--- config.mk ---
export PLATFORM = sky130hd
export DESIGN_NAME = store_unit
export DESIGN_NICKNAME = d
export VERILOG_FILES = /design/src/rtl/store_pkg.sv /design/src/rtl/store_align.sv /design/src/rtl/store_unit.sv
export SDC_FILE = /design/constraint.sdc
export NUM_CORES = 1
export LEC_CHECK = 0
export CAP_MARGIN = 20
export CORE_MARGIN = 2
export CORE_UTILIZATION = 38
export DETAILED_ROUTE_END_ITERATION = 8
export PLACE_DENSITY = 0.76
export SYNTH_ARGS = -nofsm -noshare
export SYNTH_HDL_FRONTEND = slang
export SYNTH_SLANG_ARGS = --single-unit
--- constraint.sdc ---
create_clock -name clk_i -period 1.5 [get_ports clk_i]
set_input_delay 0.3 -clock clk_i [delete_from_list [all_inputs] [get_ports clk_i]]
set_output_delay 0.3 -clock clk_i [all_outputs]
set_load 0.1 [all_outputs]
--- src/rtl/store_pkg.sv ---
// -----------------------------------------------------------------------------
// store_pkg
// Shared definitions for the store unit: funct3 encodings of the supported
// store widths, the FSM state type and small decode helpers.
// No ports (package).
// -----------------------------------------------------------------------------
package store_pkg;

  localparam logic [2:0] F3_SB = 3'b000;
  localparam logic [2:0] F3_SH = 3'b001;
  localparam logic [2:0] F3_SW = 3'b010;

  typedef enum logic [0:0] {
    IDLE = 1'b0,
    REQ  = 1'b1
  } state_t;

  // True for the three store widths the unit can issue.
  function automatic logic f3_legal(input logic [2:0] f3);
    logic ok;
    case (f3)
      F3_SB:   ok = 1'b1;
      F3_SH:   ok = 1'b1;
      F3_SW:   ok = 1'b1;
      default: ok = 1'b0;
    endcase
    return ok;
  endfunction

  // True when the low address bits are not naturally aligned for the width.
  function automatic logic is_misaligned(input logic [2:0] f3, input logic [1:0] lo);
    logic mis;
    case (f3)
      F3_SH:   mis = lo[0];
      F3_SW:   mis = (lo != 2'b00);
      default: mis = 1'b0;
    endcase
    return mis;
  endfunction

endpackage

--- src/rtl/store_align.sv ---
// -----------------------------------------------------------------------------
// store_align
// Combinational lane steering for a store: byte enables from width and the
// low address bits, write data replicated across all lanes so the memory
// picks whichever lanes are enabled.
// Ports:
//   funct3  in  3   store width (SB/SH/SW)
//   addr_lo in  2   byte address bits [1:0]
//   data    in  32  LSB-justified store data
//   be      out 4   byte enables
//   wdata   out 32  lane-replicated write data
// Misaligned halfword/word offsets simply drop the offending low bits.
// -----------------------------------------------------------------------------
module store_align
  import store_pkg::*;
(
  input  logic [2:0]  funct3,
  input  logic [1:0]  addr_lo,
  input  logic [31:0] data,
  output logic [3:0]  be,
  output logic [31:0] wdata
);

  // Width decode to byte enables and replicated data.
  always_comb begin
    be    = 4'b0000;
    wdata = 32'h0000_0000;
    case (funct3)
      F3_SB: begin
        be    = 4'b0001 << addr_lo;
        wdata = {4{data[7:0]}};
      end
      F3_SH: begin
        be    = 4'b0011 << {addr_lo[1], 1'b0};
        wdata = {2{data[15:0]}};
      end
      F3_SW: begin
        be    = 4'b1111;
        wdata = data;
      end
      default: begin
        be    = 4'b0000;
        wdata = 32'h0000_0000;
      end
    endcase
  end

endmodule

--- src/rtl/store_unit.sv ---
// -----------------------------------------------------------------------------
// store_unit
// Issues one pipeline store to data memory and waits for its acknowledge,
// aborting with an error pulse if no acknowledge arrives within
// TIMEOUT_CYCLES request cycles.
// Optional feature macro: STORE_MISALIGN_TRAP_EN -- when defined, misaligned
// SH/SW requests are refused with a misalign_o pulse instead of being issued
// with their low address bits dropped.
// Ports:
//   clk_i        in  1   clock, rising edge
//   rst_i        in  1   synchronous active-high reset
//   mem_write_i  in  1   store request (sampled only in IDLE)
//   funct3_i     in  3   store width
//   addr_i       in  32  byte address
//   data_i       in  32  store data, LSB-justified
//   dmem_we_o    out 1   write strobe, high for every REQ cycle
//   dmem_addr_o  out 32  word address
//   dmem_wdata_o out 32  lane-replicated write data
//   dmem_be_o    out 4   byte enables
//   dmem_ack_i   in  1   memory accepted the write
//   busy_o       out 1   unit in REQ
//   done_o       out 1   pulse: store acknowledged
//   err_o        out 1   pulse: illegal funct3 or timeout
//   misalign_o   out 1   pulse: misaligned store refused (macro builds only)
// -----------------------------------------------------------------------------
module store_unit
  import store_pkg::*;
#(
  parameter int unsigned TIMEOUT_CYCLES = 15
) (
  input  logic        clk_i,
  input  logic        rst_i,
  input  logic        mem_write_i,
  input  logic [2:0]  funct3_i,
  input  logic [31:0] addr_i,
  input  logic [31:0] data_i,
  output logic        dmem_we_o,
  output logic [31:0] dmem_addr_o,
  output logic [31:0] dmem_wdata_o,
  output logic [3:0]  dmem_be_o,
  input  logic        dmem_ack_i,
  output logic        busy_o,
  output logic        done_o,
  output logic        err_o,
  output logic        misalign_o
);

  localparam int unsigned CNT_W = $clog2(TIMEOUT_CYCLES + 1);
  localparam logic [CNT_W-1:0] CNT_MAX = CNT_W'(TIMEOUT_CYCLES);
  localparam logic [CNT_W-1:0] CNT_ONE = CNT_W'(1);
  localparam logic [CNT_W-1:0] CNT_ZERO = CNT_W'(0);

  state_t           state;
  state_t           next_state;
  logic [CNT_W-1:0] cnt;
  logic [CNT_W-1:0] cnt_next;
  logic             capture;
  logic             done_next;
  logic             err_next;
  logic             mis_next;
  logic             misaligned;
  logic [3:0]       align_be;
  logic [31:0]      align_wdata;

  store_align u_align (
    .funct3  (funct3_i),
    .addr_lo (addr_i[1:0]),
    .data    (data_i),
    .be      (align_be),
    .wdata   (align_wdata)
  );

`ifdef STORE_MISALIGN_TRAP_EN
  assign misaligned = is_misaligned(funct3_i, addr_i[1:0]);
`else
  assign misaligned = 1'b0;
`endif

  // State and request-cycle counter registers.
  always_ff @(posedge clk_i) begin
    if (rst_i) begin
      state <= IDLE;
      cnt   <= CNT_ZERO;
    end else begin
      state <= next_state;
      cnt   <= cnt_next;
    end
  end

  // Next-state, counter and completion-pulse decode.
  always_comb begin
    next_state = state;
    cnt_next   = cnt;
    capture    = 1'b0;
    done_next  = 1'b0;
    err_next   = 1'b0;
    mis_next   = 1'b0;
    case (state)
      IDLE: begin
        cnt_next = CNT_ZERO;
        if (mem_write_i) begin
          if (!f3_legal(funct3_i)) begin
            err_next = 1'b1;
          end else if (misaligned) begin
            mis_next = 1'b1;
          end else begin
            next_state = REQ;
            capture    = 1'b1;
            cnt_next   = CNT_ONE;
          end
        end else begin
          next_state = IDLE;
        end
      end
      REQ: begin
        // Acknowledge wins over a timeout landing in the same cycle.
        if (dmem_ack_i) begin
          next_state = IDLE;
          cnt_next   = CNT_ZERO;
          done_next  = 1'b1;
        end else if (cnt == CNT_MAX) begin
          next_state = IDLE;
          cnt_next   = CNT_ZERO;
          err_next   = 1'b1;
        end else begin
          cnt_next = cnt + CNT_ONE;
        end
      end
      default: begin
        next_state = IDLE;
        cnt_next   = CNT_ZERO;
      end
    endcase
  end

  // Registered memory-side fields, captured once when a request is accepted.
  always_ff @(posedge clk_i) begin
    if (rst_i) begin
      dmem_addr_o  <= 32'h0000_0000;
      dmem_wdata_o <= 32'h0000_0000;
      dmem_be_o    <= 4'b0000;
    end else if (capture) begin
      dmem_addr_o  <= {addr_i[31:2], 2'b00};
      dmem_wdata_o <= align_wdata;
      dmem_be_o    <= align_be;
    end else begin
      dmem_addr_o  <= dmem_addr_o;
      dmem_wdata_o <= dmem_wdata_o;
      dmem_be_o    <= dmem_be_o;
    end
  end

  // Registered strobes and status pulses; strobes mirror the REQ state.
  always_ff @(posedge clk_i) begin
    if (rst_i) begin
      dmem_we_o  <= 1'b0;
      busy_o     <= 1'b0;
      done_o     <= 1'b0;
      err_o      <= 1'b0;
      misalign_o <= 1'b0;
    end else begin
      dmem_we_o  <= (next_state == REQ);
      busy_o     <= (next_state == REQ);
      done_o     <= done_next;
      err_o      <= err_next;
      misalign_o <= mis_next;
    end
  end

endmodule

==> impl_metrics.tcl <==
set metrics [dict create \
    status "complete, but fails checks" \
    violations "setup timing" \
    clk_latency_ps 340 \
    ys_warn_count 0 \
    route.detailed.drc 0 \
    cts_hold_buf 0 \
    max_cap_viol_count 0 \
    rsz0062_at_grt "yes" \
    viasPerCell 5.56 \
    routed_wl_um 11700 \
    seq_area_frac_synth_pct 43.1 \
    seqPwrFrac_pct 36.6 \
    hold_start "rst_i" \
    synth_area_per_cell_um2 8.26 \
    final-setup-viol-count 3 \
    grt_overflow_total 0 \
    p_sw_w 0.00196 \
    drive_above_1_share_pct 25.5 \
    combPwrFrac_pct 31.6 \
    layout_common_cells "74 x buf_12, 72 x dfxtp_1, 65 x clkdlybuf4s50_1, 62 x a21oi_1, 51 x o21ai_0" \
    end_kind "register" \
    antenna_found_initial 0 \
    reg2reg_slack_ps -20 \
    initial_core_util_pct 39.0 \
    setup_slack_ps -15.5 \
    io_buffers 140 \
    hold_end "cnt[2]" \
    die_area_um2 9680 \
    clockPowerShare_pct 31.8 \
    cts_tree "yes" \
    ys_types 34 \
    critical_path_class "register to register" \
    fin_skew_ps 7.68 \
    cp_data_required_time_ps 1750 \
    power.leakage_nw 2.28 \
    ir_drop_v 0.000494 \
    row_count 34 \
    p_int_w 0.00385 \
    hp-class "input pin to register" \
    cts_buffers 9 \
    netSwitchingFraction_pct 33.7 \
    grt_max_degree 46 \
    place_hpwl_um 7980 \
    die_h_um 98.4 \
    antenna-diode-count 0 \
    startpoint_type "register" \
    ios 144 \
    clk_pin_slew_ps 80 \
    dp_worst_setup_slack_ps -466 \
    grt_pass1_wl_um 17900 \
    initialDrtViolationCount 188 \
    layout.cells.non_filler 669 \
    fin_crit_sh_pct 101 \
    ys_seq_elements 73 \
    r2r-end "dmem_be_o[3]" \
    r2r_cells 3 \
    drt_first_pass_iters 5 \
    place_congestion 0.921 \
    synthesis.area_um2 3390 \
    worstPathArrival_ps 1770 \
    ant_nets 0 \
    cts.sinks 73 \
    clock_path_buffers 2 \
    num-fill-cells 609 \
    whs_path_depth 3 \
    vias 3722 \
    hold_viol_final 0 \
    holdWs_ps 349 \
    die_x_um 98.4 \
    coreArea_um2 8680 \
    ctsHtreeMaxLevel 3 \
    final_common_cell "buf_12" \
    worstPathMaxFanout 4 \
    area_delta_synth_final_pct 81.4 \
    timing.fmax_mhz 660 \
    clockRootBuffer "clkbuf_8" \
    layout.nets 628 \
    grt_pass1_vias 3724 \
    wl_per_cell_um 17.5 \
    grt_use_total_pct 22.6 \
    fin_crit_ps 1520 \
    timing.rr.start "busy_o" \
    synthCells 410 \
    dp.cells 648 \
    maxSlewViolCount 0 \
    setup.worst_path.start "busy_o" \
    power_density_nw_per_um2 946 \
]
sequential cells by signal, summed over array words and instances (netlist names):
name and cells:
dmem_wdata_o 32, err_o 1, done_o 1, cnt 4, dmem_addr_o 30, busy_o 1, dmem_be_o 4
through the flow:
step | power [W] | TNS [ps] | instance area, um2 | utilization (%)
6_report | 0.00581 | -20.5 | 6140 | 70.8
5_1_grt | 0.00602 | -648 | 6140 | 70.8
4_1_cts | 0.00579 | -32.2 | 6010 | 69.3
3_5_place_dp | 0.00395 | -25350 | 5740 | 66.2
3_3_place_gp | 0.00392 | -22990 | 5740 | 66.2
2_1_floorplan | 0.00316 | -1100 | 3400 | -
worst max path at each step:
stage	endpoint	slack (ps)	cells after the start
finish	dmem_be_o[3]	-20	3
global route	dmem_wdata_o[25]	-110	6
CTS	dmem_be_o[1]	-30	3
detailed placement	dmem_addr_o[25]	-470	5
global placement	dmem_be_o[2]	-370	5
floorplan	dmem_be_o[1]	-180	4
logic make-up (layout without fill, tap and decap cells):
logic type | count (synthesis) | count (layout) | synth area share (%)
xor gates and xnor gates | 2 | 2 | 0.517
and+or+nand+nor | 123 | 123 | 21.7
other | 1 | 3 | 0.111
AOI/OAI and AO/OA | 157 | 157 | 27.3
buffers and inverters | 53 | 202 | 6.83
DFF | 73 | 73 | 43.1
adders and majority gates | 1 | 1 | 0.369
metal layers:
| metal | up-vias | GRT usage (%) | share of wire (%) |
|---|---|---|---|
| met3 | 12 | 6.38 | 9.2 |
| met5 | - | 0 | 0 |
| met4 | 0 | 6.74 | 1.3 |
| met2 | 173 | 37.8 | 48 |
| li1 | 1762 | - | - |
| met1 | 1775 | 28.5 | 41 |
cell usage after synthesis:
master	number	share of area [%]
nor3b_2	2	0.74
nand3_1	40	5.9
o21ai_0	55	8.1
ha_1	1	0.37
o32ai_2	2	0.96
a21o_1	16	3.5
o32ai_1	2	0.52
nor2b_1	9	1.7
nor3_1	1	0.15
a2111o_1	1	0.33
clkbuf_1	34	3.8
nand3b_1	24	5.3
buf_4	4	0.89
conb_1	1	0.11
o22ai_1	1	0.18
buf_2	8	1.2
and2_1	1	0.18
or3_1	1	0.18
and3b_1	8	2.1
nand2_1	18	2.0
buf_6	1	0.33
o211ai_1	1	0.22
a311oi_1	16	4.1
inv_1	6	0.66
or4_4	1	0.33
a21oi_1	63	9.3
dfxtp_1	73	43
nor3b_1	1	0.22
nor2_1	6	0.66
xor2_1	1	0.26
xnor2_1	1	0.26
or3b_4	1	0.33
nand2b_1	9	1.7
or3b_2	1	0.26
timing repair:
| action | CTS | global route |
|---|---|---|
| pin swaps | 2 | 6 |
| setup endpoints to repair | 50 | 23 |
| gates resized for setup | 7 | 18 |
| cloned | 0 | 2 |
| setup buffers | 0 | 3 |
power by group through the flow:
stage / clock network [W] / registers, W / logic (W)
floorplan: 0 / 0.00277 / 0.000397
global placement: 0 / 0.00217 / 0.00175
detailed placement: 0 / 0.00217 / 0.00178
CTS: 0.00187 / 0.00213 / 0.00179
global route: 0.00197 / 0.00214 / 0.00191
finish: 0.00185 / 0.00213 / 0.00184
layout make-up:
| type | instances | area (um2) | area share (%) |
|---|---|---|---|
| clock buffer | 11 | 163 | 2.65 |
| multi-input combinational | 286 | 1750 | 28.6 |
| clock inverter | 5 | 85.1 | 1.38 |
| tap | 108 | 135 | 2.20 |
| sequential | 73 | 1470 | 23.8 |
| inverter | 6 | 22.5 | 0.367 |
| timing repair buffer | 180 | 2520 | 41.0 |
critical path, stage by stage, from the launching register on:
cell and delay [ps]:
dfxtp_4 350, or3b_4 420, or4_4 530, o32ai_2 130
No activity file was read; power rests on OpenSTA's default activity.
